File: src/rtl/ptp_pkt_pkg.sv
// Shared definitions for the ptp2lcm 134-bit packet stream: flit codes,
// field positions inside metadata/frame flits, and the stamper FSM states.
package ptp_pkt_pkg;

    localparam int FLIT_W = 134;

    localparam logic [1:0] FLIT_HEAD = 2'b01;
    localparam logic [1:0] FLIT_MID  = 2'b11;
    localparam logic [1:0] FLIT_TAIL = 2'b10;

    localparam logic [15:0] ETH_TYPE_PTP  = 16'h88F7;
    localparam logic [3:0]  MSG_EVENT_MAX = 4'h3;

    // Byte k of a flit occupies bits [127-8k -: 8].
    localparam int TYPE_MSB  = 133;
    localparam int TYPE_LSB  = 132;
    localparam int TS_MSB    = 127;   // flit1 bytes 0..5: ingress timestamp
    localparam int TS_LSB    = 80;
    localparam int ETYPE_MSB = 31;    // flit2 bytes 12..13: EtherType
    localparam int ETYPE_LSB = 16;
    localparam int MSG_MSB   = 11;    // flit2 byte 14 low nibble: messageType
    localparam int MSG_LSB   = 8;
    localparam int CORR_MSB  = 79;    // flit3 bytes 6..13: correctionField
    localparam int CORR_LSB  = 16;

    typedef enum logic [2:0] {
        ST_IDLE,
        ST_META1,
        ST_ETH,
        ST_CORR,
        ST_BODY
    } stamp_state_e;

    function automatic logic [1:0] flit_type(input logic [FLIT_W-1:0] flit);
        return flit[TYPE_MSB:TYPE_LSB];
    endfunction

endpackage

File: src/rtl/ptp_corr_adder.sv
// Combinational residence-time correction: (temp_cnt - ingress_ts) scaled to
// ns, shifted into the 48.16 fixed-point correctionField and added mod 2^64.
module ptp_corr_adder #(
    parameter int TICK_NS = 8
) (
    input  logic [47:0] temp_cnt,
    input  logic [47:0] ingress_ts,
    input  logic [63:0] corr_in,
    output logic [63:0] corr_out
);

    localparam logic [47:0] TICK_W = 48'(TICK_NS);

    logic [47:0] resid;
    logic [47:0] scaled_ns;

    assign resid = temp_cnt - ingress_ts;
    // Only the low 48 product bits survive the <<16 into a 64-bit field.
    assign scaled_ns = resid * TICK_W;
    assign corr_out  = corr_in + {scaled_ns, 16'h0000};

endmodule

File: src/rtl/ptp_residence_stamper.sv
// Transparent-clock stage: adds residence time to the correctionField of PTP
// event messages in-flight, one register stage, all other traffic unchanged.
module ptp_residence_stamper
    import ptp_pkt_pkg::*;
#(
    parameter string PLATFORM = "Xilinx",
    parameter int    TICK_NS  = 8
) (
    input  logic              clk,
    input  logic              rst_n,
    input  logic              in_data_wr,
    input  logic [FLIT_W-1:0] in_data,
    input  logic              in_data_valid,
    input  logic              in_data_valid_wr,
    output logic              in_ready,
    output logic              out_data_wr,
    output logic [FLIT_W-1:0] out_data,
    output logic              out_data_valid,
    output logic              out_data_valid_wr,
    input  logic              out_ready,
    input  logic [47:0]       temp_cnt,
    input  logic              stamp_en,
    output logic [31:0]       stamp_cnt
);

    stamp_state_e      state_reg, state_next;
    logic [47:0]       ts_reg, ts_next;
    logic              is_ptp_reg, is_ptp_next;
    logic              stamp_fire;
    logic              discard;
    logic [1:0]        ftype;
    logic [63:0]       corr_stamped;
    logic [FLIT_W-1:0] data_next;

    assign in_ready = out_ready;
    assign ftype    = flit_type(in_data);

    // Vendor hook: a pipelined or DSP-mapped adder variant slots in here.
    generate
        if (PLATFORM == "Xilinx") begin : g_xilinx
            ptp_corr_adder #(.TICK_NS(TICK_NS)) u_corr_adder (
                .temp_cnt   (temp_cnt),
                .ingress_ts (ts_reg),
                .corr_in    (in_data[CORR_MSB:CORR_LSB]),
                .corr_out   (corr_stamped)
            );
        end else begin : g_generic
            ptp_corr_adder #(.TICK_NS(TICK_NS)) u_corr_adder (
                .temp_cnt   (temp_cnt),
                .ingress_ts (ts_reg),
                .corr_in    (in_data[CORR_MSB:CORR_LSB]),
                .corr_out   (corr_stamped)
            );
        end
    endgenerate

    always_ff @(posedge clk or negedge rst_n) begin
        if (!rst_n) begin
            state_reg  <= ST_IDLE;
            ts_reg     <= '0;
            is_ptp_reg <= 1'b0;
        end else begin
            state_reg  <= state_next;
            ts_reg     <= ts_next;
            is_ptp_reg <= is_ptp_next;
        end
    end

    always_comb begin
        state_next  = state_reg;
        ts_next     = ts_reg;
        is_ptp_next = is_ptp_reg;
        stamp_fire  = 1'b0;
        discard     = 1'b0;
        if (in_data_wr) begin
            case (state_reg)
                ST_IDLE: begin
                    if (ftype == FLIT_HEAD) state_next = ST_META1;
                    else                    discard    = 1'b1;
                end
                ST_META1: begin
                    ts_next    = in_data[TS_MSB:TS_LSB];
                    state_next = ST_ETH;
                end
                ST_ETH: begin
                    is_ptp_next = (in_data[ETYPE_MSB:ETYPE_LSB] == ETH_TYPE_PTP) &&
                                  (in_data[MSG_MSB:MSG_LSB] <= MSG_EVENT_MAX) && stamp_en;
                    state_next  = ST_CORR;
                end
                ST_CORR: begin
                    // A head here belongs to a new packet and must not be stamped.
                    stamp_fire = is_ptp_reg && (ftype != FLIT_HEAD);
                    state_next = ST_BODY;
                end
                ST_BODY: state_next = ST_BODY;
                default: state_next = ST_IDLE;
            endcase
            if (ftype == FLIT_TAIL) state_next = ST_IDLE;
            if (ftype == FLIT_HEAD) state_next = ST_META1;
        end
    end

    always_comb begin
        data_next = in_data;
        if (stamp_fire) data_next[CORR_MSB:CORR_LSB] = corr_stamped;
    end

    always_ff @(posedge clk or negedge rst_n) begin
        if (!rst_n) begin
            out_data_wr       <= 1'b0;
            out_data          <= '0;
            out_data_valid    <= 1'b0;
            out_data_valid_wr <= 1'b0;
            stamp_cnt         <= '0;
        end else begin
            out_data_wr       <= in_data_wr && !discard;
            out_data          <= data_next;
            out_data_valid    <= in_data_valid;
            out_data_valid_wr <= in_data_valid_wr && !discard;
            if (stamp_fire) stamp_cnt <= stamp_cnt + 32'd1;
        end
    end

endmodule

File: config.mk
export PLATFORM = sky130hd
export DESIGN_NAME = ptp_residence_stamper
export DESIGN_NICKNAME = d
export VERILOG_FILES = /design/src/rtl/ptp_pkt_pkg.sv /design/src/rtl/ptp_corr_adder.sv /design/src/rtl/ptp_residence_stamper.sv
export SDC_FILE = /design/constraint.sdc
export NUM_CORES = 1
export LEC_CHECK = 0
export CAP_MARGIN = 20
export CORE_ASPECT_RATIO = 0.9
export CORE_MARGIN = 2
export CORE_UTILIZATION = 40
export DETAILED_ROUTE_END_ITERATION = 16
export DONT_BUFFER_PORTS = 1
export GPL_TIMING_DRIVEN = 0
export PLACE_DENSITY = 0.57
export SYNTH_ARGS = -nofsm -noshare
export SYNTH_HDL_FRONTEND = slang
export SYNTH_HIERARCHICAL = 1
export SYNTH_SLANG_ARGS = --single-unit
File: constraint.sdc
create_clock -name clk -period 7.6 [get_ports clk]
set_input_delay 2.28 -clock clk [delete_from_list [all_inputs] [get_ports clk]]
set_output_delay 2.28 -clock clk [all_outputs]
set_load 0.03 [all_outputs]
==> results.json, run 1 <==
{
  "outcome": "completed",
  "met1Wirelength_mm": 16.8,
  "ir_drop_uv": 207,
  "fmax_mhz": 144,
  "cap_violations": 0,
  "holdBufCountCts": 0,
  "root_buffer": "clkbuf_16",
  "cts.path.max_buffers": 3,
  "path_clk_slew_ns": 0.06,
  "antenna_left": 0,
  "finalHoldViolations": 0,
  "layout_setup_ws_ns": 0.674,
  "placed_cell_area_um2": 13600,
  "worstPathArrival_ns": 7.40,
  "overflow": 0,
  "instances_no_fill": 1874,
  "clk_latency_ns": 0.54,
  "initial_utilization_pct": 40.8,
  "hp-class": "reg -> reg",
  "synth_nets": 1697,
  "syn-instance-count": 1414,
  "regToRegStartpoint": "ts_reg[0]",
  "cp-end-kind": "flop",
  "vias": 9889,
  "pin_count": 359,
  "post-place-ws_ns": 0.222,
  "rsz0062_at_grt": "false",
  "cts_resized": 0,
  "final_nets": 1723,
  "die_w_um": 194,
  "gp_congestion": 0.883,
  "setup-violations-final": 0,
  "wl_per_cell_um": 18.5,
  "grt_usage_pct": 19.9,
  "fill_cells": 3098,
  "syn_avg_cell_area_um2": 9.24,
  "syn_area_um2": 13100,
  "die_y_um": 175,
  "drv_slew": 0,
  "viasPerCell": 5.28,
  "portBuffers": 0,
  "dp_cells": 1830,
  "cp_slowest_cell": "a2111oi_0",
  "wl_met3_mm": 2.67,
  "dr.pass1.iters": 5,
  "core-area_um2": 32000,
  "min_from": "ts_reg[16]",
  "crit_path_frequent_cell": "nand2_1",
  "cpPeakStageDelay_ns": 0.61,
  "finalCritPeriodShare_pct": 91.1,
  "hpwl_mm": 27.2,
  "mostFrequentLayoutCells": "nand2_1 (267), dfrtp_1 (218), a21oi_1 (100), ha_1 (92), inv_1 (83)",
  "drive_gt1_share_pct": 9.95,
  "tritoncts": "done",
  "fin_area_um2": 14400,
  "power.density_nw_per_um2": 495,
  "worst_pin_slew_ns": 0.718,
  "drtIter0Drc": 541,
  "worstPathMaxFanout": 7,
  "area_growth_syn_to_layout_pct": 10.5,
  "critPathLaunchType": "primary input",
  "top_layer": "met4",
  "cts_setup_buffers": 0,
  "path_class": "in -> reg",
  "finalCriticalPeriod_ns": 6.93,
  "cp.required_ns": 8.07,
  "largest_register_ffs": 134,
  "drt-total-wl_mm": 34.7,
  "drc": 0,
  "fin_setup_tns_ns": 0,
  "final_common_cell": "nand2_1",
  "die_area_um2": 34100,
  "numClockSinks": 218,
  "rows": 62,
  "ys_warn_count": 6,
  "worst_clock_skew_ns": 0.0153,
  "grt_pass1_wl_mm": 54.0,
  "critPathLaunch": "temp_cnt[0]",
  "antenna_cells": 0,
  "grt_start_max_net_pins": 219,
  "antenna_found_initial": 0,
  "cts_max_level": 1,
  "cts_made_buffers": 24,
  "p_leak_nw": 6.82,
  "met2_length_mm": 14.7,
  "first_global_vias": 9572,
  "slew-limit-headroom_pct": 51.9
}
[report_power, final]
| part | total (W) | internal (W) | switching, W |
|---|---|---|---|
| Combinational | 0.00441 | 0.00184 | 0.00257 |
| Clock | 0.00125 | 0.000753 | 0.000495 |
| Sequential | 0.00149 | 0.00133 | 0.000169 |
[layout make-up]
| class | instances | area (um2) | area share [%] |
|---|---|---|---|
| multi-input combinational | 1040 | 6920 | 47.9 |
| tap | 416 | 520 | 3.60 |
| inverter | 83 | 312 | 2.16 |
| sequential | 218 | 5460 | 37.8 |
| clock inverter | 15 | 206 | 1.43 |
| buffer | 73 | 373 | 2.58 |
| clock buffer | 29 | 649 | 4.50 |
[metrics by stage]
stage	total power (W)	utilization (%)	hold slack [ns]
2_1_floorplan	0.00499	-	0.481
3_3_place_gp	0.00586	42.4	0.491
3_5_place_dp	0.00587	42.4	0.496
4_1_cts	0.00717	45.1	0.510
5_1_grt	0.00780	45.1	0.518
6_report	0.00715	45.1	0.504
[metal layers]
layer / vias to the layer above / track usage [%]
met5: - / 0
met4: 0 / 3.59
met3: 36 / 5.88
met2: 313 / 30.3
met1: 4606 / 28.1
li1: 4934 / -
[critical path: cells and delay by family]
| family | cells | cell delay (ns) |
|---|---|---|
| buf+inv | 2 | 0.21 |
| xor+xnor | 1 | 0.17 |
| fa+ha+maj | 3 | 0.91 |
| simple gates | 6 | 0.73 |
| compound gates | 13 | 3.08 |
[final timing paths]
check / depth (start not counted) / slack, ns / end
max: 25 / 0.67 / out_data[76]
min: 1 / 0.50 / ts_reg[16]
max reg2reg: 24 / 2.07 / out_data[76]
min reg2reg: 1 / 0.50 / ts_reg[16]
max in group asynchronous: 0 / 5.87 / out_data[15]
min in group asynchronous: 0 / 1.44 / out_data[84]
(Power assumes the default switching activity.)
==> run 2: changes to the inputs <==
--- a/config.mk
+++ b/config.mk
@@ -8,12 +8,13 @@
 export CAP_MARGIN = 20
 export CORE_ASPECT_RATIO = 0.9
 export CORE_MARGIN = 2
-export CORE_UTILIZATION = 40
+export CORE_UTILIZATION = 60
 export DETAILED_ROUTE_END_ITERATION = 16
 export DONT_BUFFER_PORTS = 1
 export GPL_TIMING_DRIVEN = 0
-export PLACE_DENSITY = 0.57
+export PLACE_DENSITY = 0.79
 export SYNTH_ARGS = -nofsm -noshare
 export SYNTH_HDL_FRONTEND = slang
 export SYNTH_HIERARCHICAL = 1
 export SYNTH_SLANG_ARGS = --single-unit
+export TNS_END_PERCENT = 1
==> run 2 against run 1 <==
Register-to-register slack better by 0.13 ns. First-iteration DRC count rose by 38%. Largest power group unchanged. Sequential power about the same. Via count up 3.8%. Largest cell class unchanged. Clock power decreased by 16%. Cell count shrank 6.8%. Fmax rose by 1.7%. Global-route usage up 8.7 points. Core utilization rose by 21 points. Count of clock-buffer cells in the layout is 3 higher.
==> results.json, run 2 (same netlist as run 1, synthesis figures left out) <==
{
  "outcome": "completed",
  "critPathLaunchType": "primary input",
  "core-area_um2": 21500,
  "fill_cells": 1705,
  "pin_count": 359,
  "worstPathArrival_ns": 7.22,
  "cpPeakStageDelay_ns": 0.47,
  "rsz0062_at_grt": "false",
  "clk_latency_ns": 0.52,
  "hpwl_mm": 25.9,
  "dr.pass1.iters": 5,
  "ir_drop_uv": 269,
  "fmax_mhz": 147,
  "die_w_um": 160,
  "finalHoldViolations": 0,
  "holdBufCountCts": 0,
  "area_growth_syn_to_layout_pct": 8.16,
  "cts.path.max_buffers": 3,
  "initial_utilization_pct": 60.7,
  "power.density_nw_per_um2": 492,
  "cp_top_family": "compound AO/OA/AOI/OAI gates",
  "path_class": "in -> reg",
  "cts_made_buffers": 23,
  "final_common_cell": "nand2_1",
  "path_clk_slew_ns": 0.06,
  "drt-total-wl_mm": 33.7,
  "crit_buf_inv": 2,
  "placed_cell_area_um2": 13400,
  "viasPerCell": 5.87,
  "cts_setup_buffers": 0,
  "largest_register_ffs": 134,
  "grt_start_max_net_pins": 219,
  "finalCriticalPeriod_ns": 6.81,
  "multi_input_area_um2": 6920,
  "cp_slowest_cell": "o41ai_2",
  "die_y_um": 144,
  "fin_area_um2": 14100,
  "final_nets": 1722,
  "slew-limit-headroom_pct": 50.3,
  "grt_pass1_wl_mm": 52.5,
  "fin_setup_tns_ns": 0,
  "cts_max_level": 1,
  "worstPathMaxFanout": 8,
  "mostFrequentLayoutCells": "nand2_1 (267), dfrtp_1 (218), a21oi_1 (100), ha_1 (92), inv_1 (83)",
  "p_leak_nw": 6.74,
  "drive_gt1_share_pct": 9.42,
  "wl_per_cell_um": 19.3,
  "worst_clock_skew_ns": 0.0164,
  "drc": 0,
  "worst_pin_slew_ns": 0.742,
  "finalCritPeriodShare_pct": 89.6,
  "antenna_found_initial": 1,
  "hp-class": "reg -> reg",
  "die_area_um2": 23000,
  "gp_congestion": 0.966,
  "overflow": 0,
  "rows": 51,
  "seq_area_um2": 5460,
  "cts_resized": 0,
  "cap_violations": 0,
  "cp.required_ns": 8.01,
  "vias": 10300,
  "crit_path_frequent_cell": "a21o_1",
  "drtIter0Drc": 749,
  "drv_slew": 0,
  "path_cells": "inv_1 > ha_1 > fa_1 > nand2b_1 > a21o_1 > a211oi_2 > or3b_1 > a21oi_2 > o31a_4 > o41ai_2 > xor2_1 > ha_1 > clkbuf_1 > a21o_1 > a21o_1 > a21o_1 > a21o_1 > a21o_1 > a221o_1 > a31o_2 > xor2_1 > nand2_1 > nand2_1",
  "first_global_vias": 9747,
  "tritoncts": "done",
  "antenna_left": 0,
  "portBuffers": 0,
  "grt_usage_pct": 28.6,
  "root_buffer": "clkbuf_16",
  "setup-violations-final": 0,
  "cp-end-kind": "flop",
  "numClockSinks": 218
}
run 2: cell types whose count changed in the layout (fill, tap and decap cells not counted), sizes merged:
cell,change
clkinv,-1
clkbuf,+3
diode,+1
inv,-1
bufinv,-4
run 2: report_power, final:
group          switching [W]  internal [W]
clock               0.000463      0.000584
combinational        0.00257       0.00184
sequential          0.000173       0.00133
run 2: routing by layer:
layer  track usage, %  routed length [um]  vias up
li1                 -                   -     4940
met1             37.0               14000     4771
met2             45.7               15200      485
met3             8.98                3210       67
met4             10.0                1270        0
met5                0                   0        -
run 2: final cells by class:
cell class                 count  share of cell area (%)
multi-input combinational   1040                    49.0
sequential                   218                    38.6
clock buffer                  32                    4.45
buffer                        73                    2.64
tap                          291                    2.58
inverter                      83                    2.21
clock inverter                 9                   0.496
antenna                        1                  0.0177
run 2: per-stage QoR:
step,setup WS [ns],std cells,utilization [%],total power [W],hold slack [ns]
final,0.790,1747,65.7,0.00695,0.507
after global routing,0.464,1747,65.7,0.00755,0.524
after CTS,0.852,1746,65.7,0.00691,0.509
after detailed placement,0.320,1705,62.4,0.00582,0.496
after global placement,0.383,1705,62.4,0.00573,0.490
after floorplan,0.996,1414,-,0.00499,0.481
run 2: final timing paths:
path | slack, ns | cells past startpoint | end | start
worst max register to register | 2.20 | 22 | out_data[77] | ts_reg[0]
min in group asynchronous | 1.46 | 0 | stamp_cnt[16] | rst_n
worst min-delay path | 0.51 | 1 | ts_reg[15] | ts_reg[15]
max in group asynchronous | 5.55 | 0 | stamp_cnt[3] | rst_n
worst max-delay path | 0.79 | 23 | out_data[77] | temp_cnt[0]
worst min register to register | 0.51 | 1 | ts_reg[15] | ts_reg[15]
==> run 3: changes to the inputs <==
--- a/config.mk
+++ b/config.mk
@@ -8,11 +8,11 @@
 export CAP_MARGIN = 20
 export CORE_ASPECT_RATIO = 0.9
 export CORE_MARGIN = 2
-export CORE_UTILIZATION = 60
+export CORE_UTILIZATION = 53
 export DETAILED_ROUTE_END_ITERATION = 16
-export DONT_BUFFER_PORTS = 1
 export GPL_TIMING_DRIVEN = 0
-export PLACE_DENSITY = 0.79
+export PLACE_DENSITY = 0.9
+export SKIP_LAST_GASP = 1
 export SYNTH_ARGS = -nofsm -noshare
 export SYNTH_HDL_FRONTEND = slang
 export SYNTH_HIERARCHICAL = 1
==> constraint.sdc (replaced) <==
create_clock -name clk -period 8.23 [get_ports clk]
set_input_delay 2.469 -clock clk [delete_from_list [all_inputs] [get_ports clk]]
set_output_delay 2.469 -clock clk [all_outputs]
set_load 0.03 [all_outputs]
==> run 3 against run 2 <==
Critical path depth up 3. Setup slack got worse by 0.25 ns. Total power fell by 1.3%. Clock power is 9% higher. Flip-flop and latch count unchanged. Clock skew decreased by 0.0033 ns. Core utilization grew 8.0 points. Count of clock-buffer cells in the layout fell by 5. Hold slack lost 0.039 ns. Largest power group unchanged.
==> results.json, run 3 (same netlist as run 1, synthesis figures left out) <==
{
  "rrSetupSlack_ns": 2.58,
  "wl_per_cell_um": 17.9,
  "rsz0062_at_grt": "false",
  "ir_drop_uv": 226,
  "drive_gt1_share_pct": 8.01,
  "mostFrequentLayoutCells": "clkdlybuf4s50_1 (353), nand2_1 (267), dfrtp_1 (218), a21oi_1 (100), ha_1 (92)",
  "cp.required_ns": 8.71,
  "cp-end-kind": "flop",
  "reg2reg_depth": 24,
  "p_switching_w": 0.00311,
  "hpwl_mm": 29.6,
  "worst_pin_slew_ns": 0.877,
  "tritoncts": "done",
  "drv_slew": 0,
  "drt-total-wl_mm": 38.0,
  "placed_cell_area_um2": 17000,
  "rows": 54,
  "finalCriticalPeriod_ns": 7.69,
  "power.density_nw_per_um2": 384,
  "cp_slowest_cell": "a2111oi_0",
  "cpPeakStageDelay_ns": 0.81,
  "antenna_found_initial": 3,
  "final_common_cell": "clkdlybuf4s50_1",
  "gp_congestion": 0.951,
  "r2r_end": "out_data[76]",
  "fill_cells": 1651,
  "first_global_vias": 11700,
  "p_total_w": 0.00687,
  "p_sw_share_pct": 45.3,
  "min_to": "stamp_cnt[31]",
  "die_w_um": 169,
  "outcome": "completed",
  "grt_pass1_wl_mm": 60.2,
  "crit_cells": 26,
  "die_y_um": 153,
  "regToRegStartpoint": "ts_reg[0]",
  "antenna_left": 0,
  "viasPerCell": 5.61,
  "drtIter0Drc": 1017,
  "worstPathMaxFanout": 7,
  "min_from": "stamp_cnt[31]",
  "drc": 0,
  "core-area_um2": 24300,
  "fmax_mhz": 130,
  "initial_utilization_pct": 53.9,
  "finalHoldViolations": 0,
  "p_clk_share_pct": 16.5,
  "critPathLaunchType": "primary input",
  "path_class": "in -> reg",
  "worstPathArrival_ns": 8.16,
  "cts_made_buffers": 23,
  "die_area_um2": 25900,
  "cts_resized": 0,
  "crit_path_frequent_cell": "nand2_1",
  "portBuffers": 354,
  "overflow": 0,
  "grt_usage_pct": 28.9,
  "worst_clock_skew_ns": 0.0131,
  "numClockSinks": 218,
  "path_clk_slew_ns": 0.06,
  "root_buffer": "clkbuf_16",
  "largest_register_ffs": 134,
  "setup-violations-final": 0,
  "cp_top_family": "compound AO/OA/AOI/OAI gates",
  "dr.pass1.iters": 6,
  "cts_setup_buffers": 0,
  "power.internal_w": 0.00375,
  "fin_setup_tns_ns": 0,
  "min_path_cells": 1,
  "p_leak_nw": 8.19,
  "comb_power_share_pct": 64.4,
  "fin_area_um2": 17900,
  "cts_max_level": 1,
  "area_growth_syn_to_layout_pct": 36.8,
  "p_seq_share_pct": 19.0,
  "cap_violations": 0,
  "cts.path.max_buffers": 3,
  "slew-limit-headroom_pct": 40.0,
  "holdBufCountCts": 0,
  "grt_start_max_net_pins": 127,
  "finalCritPeriodShare_pct": 93.4,
  "pin_count": 359,
  "clk_latency_ns": 0.53,
  "vias": 11900,
  "crit_buf_inv": 3,
  "hp-class": "reg -> reg",
  "final_nets": 2077
}
## run 3: cell types whose count changed in the layout (fill, tap and decap cells not counted), sizes merged
cell and delta:
buf +2, clkbuf -5, clkinv -1, bufinv +5, clkinvlp +2, clkdlybuf4s50 +353
diode +2
## run 3: layout make-up
cell class / instances / area, um2 / area share, %
Multi-Input combinational cell: 1040 / 6920 / 38.7
Sequential cell: 218 / 5460 / 30.5
Timing Repair Buffer: 355 / 3580 / 20.0
Clock buffer: 27 / 611 / 3.42
Tap cell: 308 / 385 / 2.16
Buffer: 73 / 373 / 2.09
Inverter: 83 / 312 / 1.74
Clock inverter: 15 / 226 / 1.27
Antenna cell: 3 / 7.51 / 0.0420
## run 3: worst max-delay path by stage
stage,start,endpoint,slack [ns]
4_1_cts,temp_cnt[0],out_data[72],0.74
3_5_place_dp,temp_cnt[0],out_data[76],0.20
3_3_place_gp,rst_n,out_data[68],-3.99
5_1_grt,temp_cnt[0],out_data[76],0.29
2_1_floorplan,temp_cnt[0],out_data[77],1.44
6_report,temp_cnt[0],out_data[76],0.54
## run 3: power by group through the flow
stage | Sequential [W] | Clock [W] | Combinational (W)
finish | 0.00131 | 0.00114 | 0.00443
global route | 0.00132 | 0.00120 | 0.00488
CTS | 0.00131 | 0.00116 | 0.00433
detailed placement | 0.00132 | 0 | 0.00429
global placement | 0.00131 | 0 | 0.00419
floorplan | 0.00137 | 0 | 0.00324
## run 3: worst reg2reg max path: stages, from the launching register on
cell       delay [ns]
dfrtp_1          0.39
ha_1             0.21
fa_1             0.41
nand2b_1         0.18
a21o_1           0.20
a21oi_1          0.14
o21bai_1         0.07
a21boi_0         0.22
o21ai_0          0.15
nand2_1          0.13
a21oi_1          0.11
o211ai_1         0.30
ha_1             0.29
clkbuf_1         0.19
a21oi_1          0.27
o211ai_1         0.13
nand2_1          0.11
and3_1           0.22
o211ai_1         0.16
a2111oi_0        0.81
o31ai_1          0.17
a311oi_1         0.46
xnor2_1          0.18
nand2_1          0.07
nand2_1          0.05
## run 3: layer usage
metal	track usage, %	routed length [um]	vias up
met3	5.13	2810	93
met1	37.2	15800	5638
li1	-	-	5658
met5	0	0	-
met4	11.3	1540	0
met2	48.5	17900	507
## run 3: stage by stage
stage | instances | utilization, % | hold slack [ns] | setup slack, ns
final | 2122 | 73.7 | 0.468 | 0.541
after global routing | 2122 | 73.7 | 0.505 | 0.293
after CTS | 2119 | 73.6 | 0.474 | 0.738
after detailed placement | 2077 | 70.2 | 0.466 | 0.199
after global placement | 2076 | 70.1 | 0.460 | -3.99
after floorplan | 1414 | - | 0.481 | 1.44
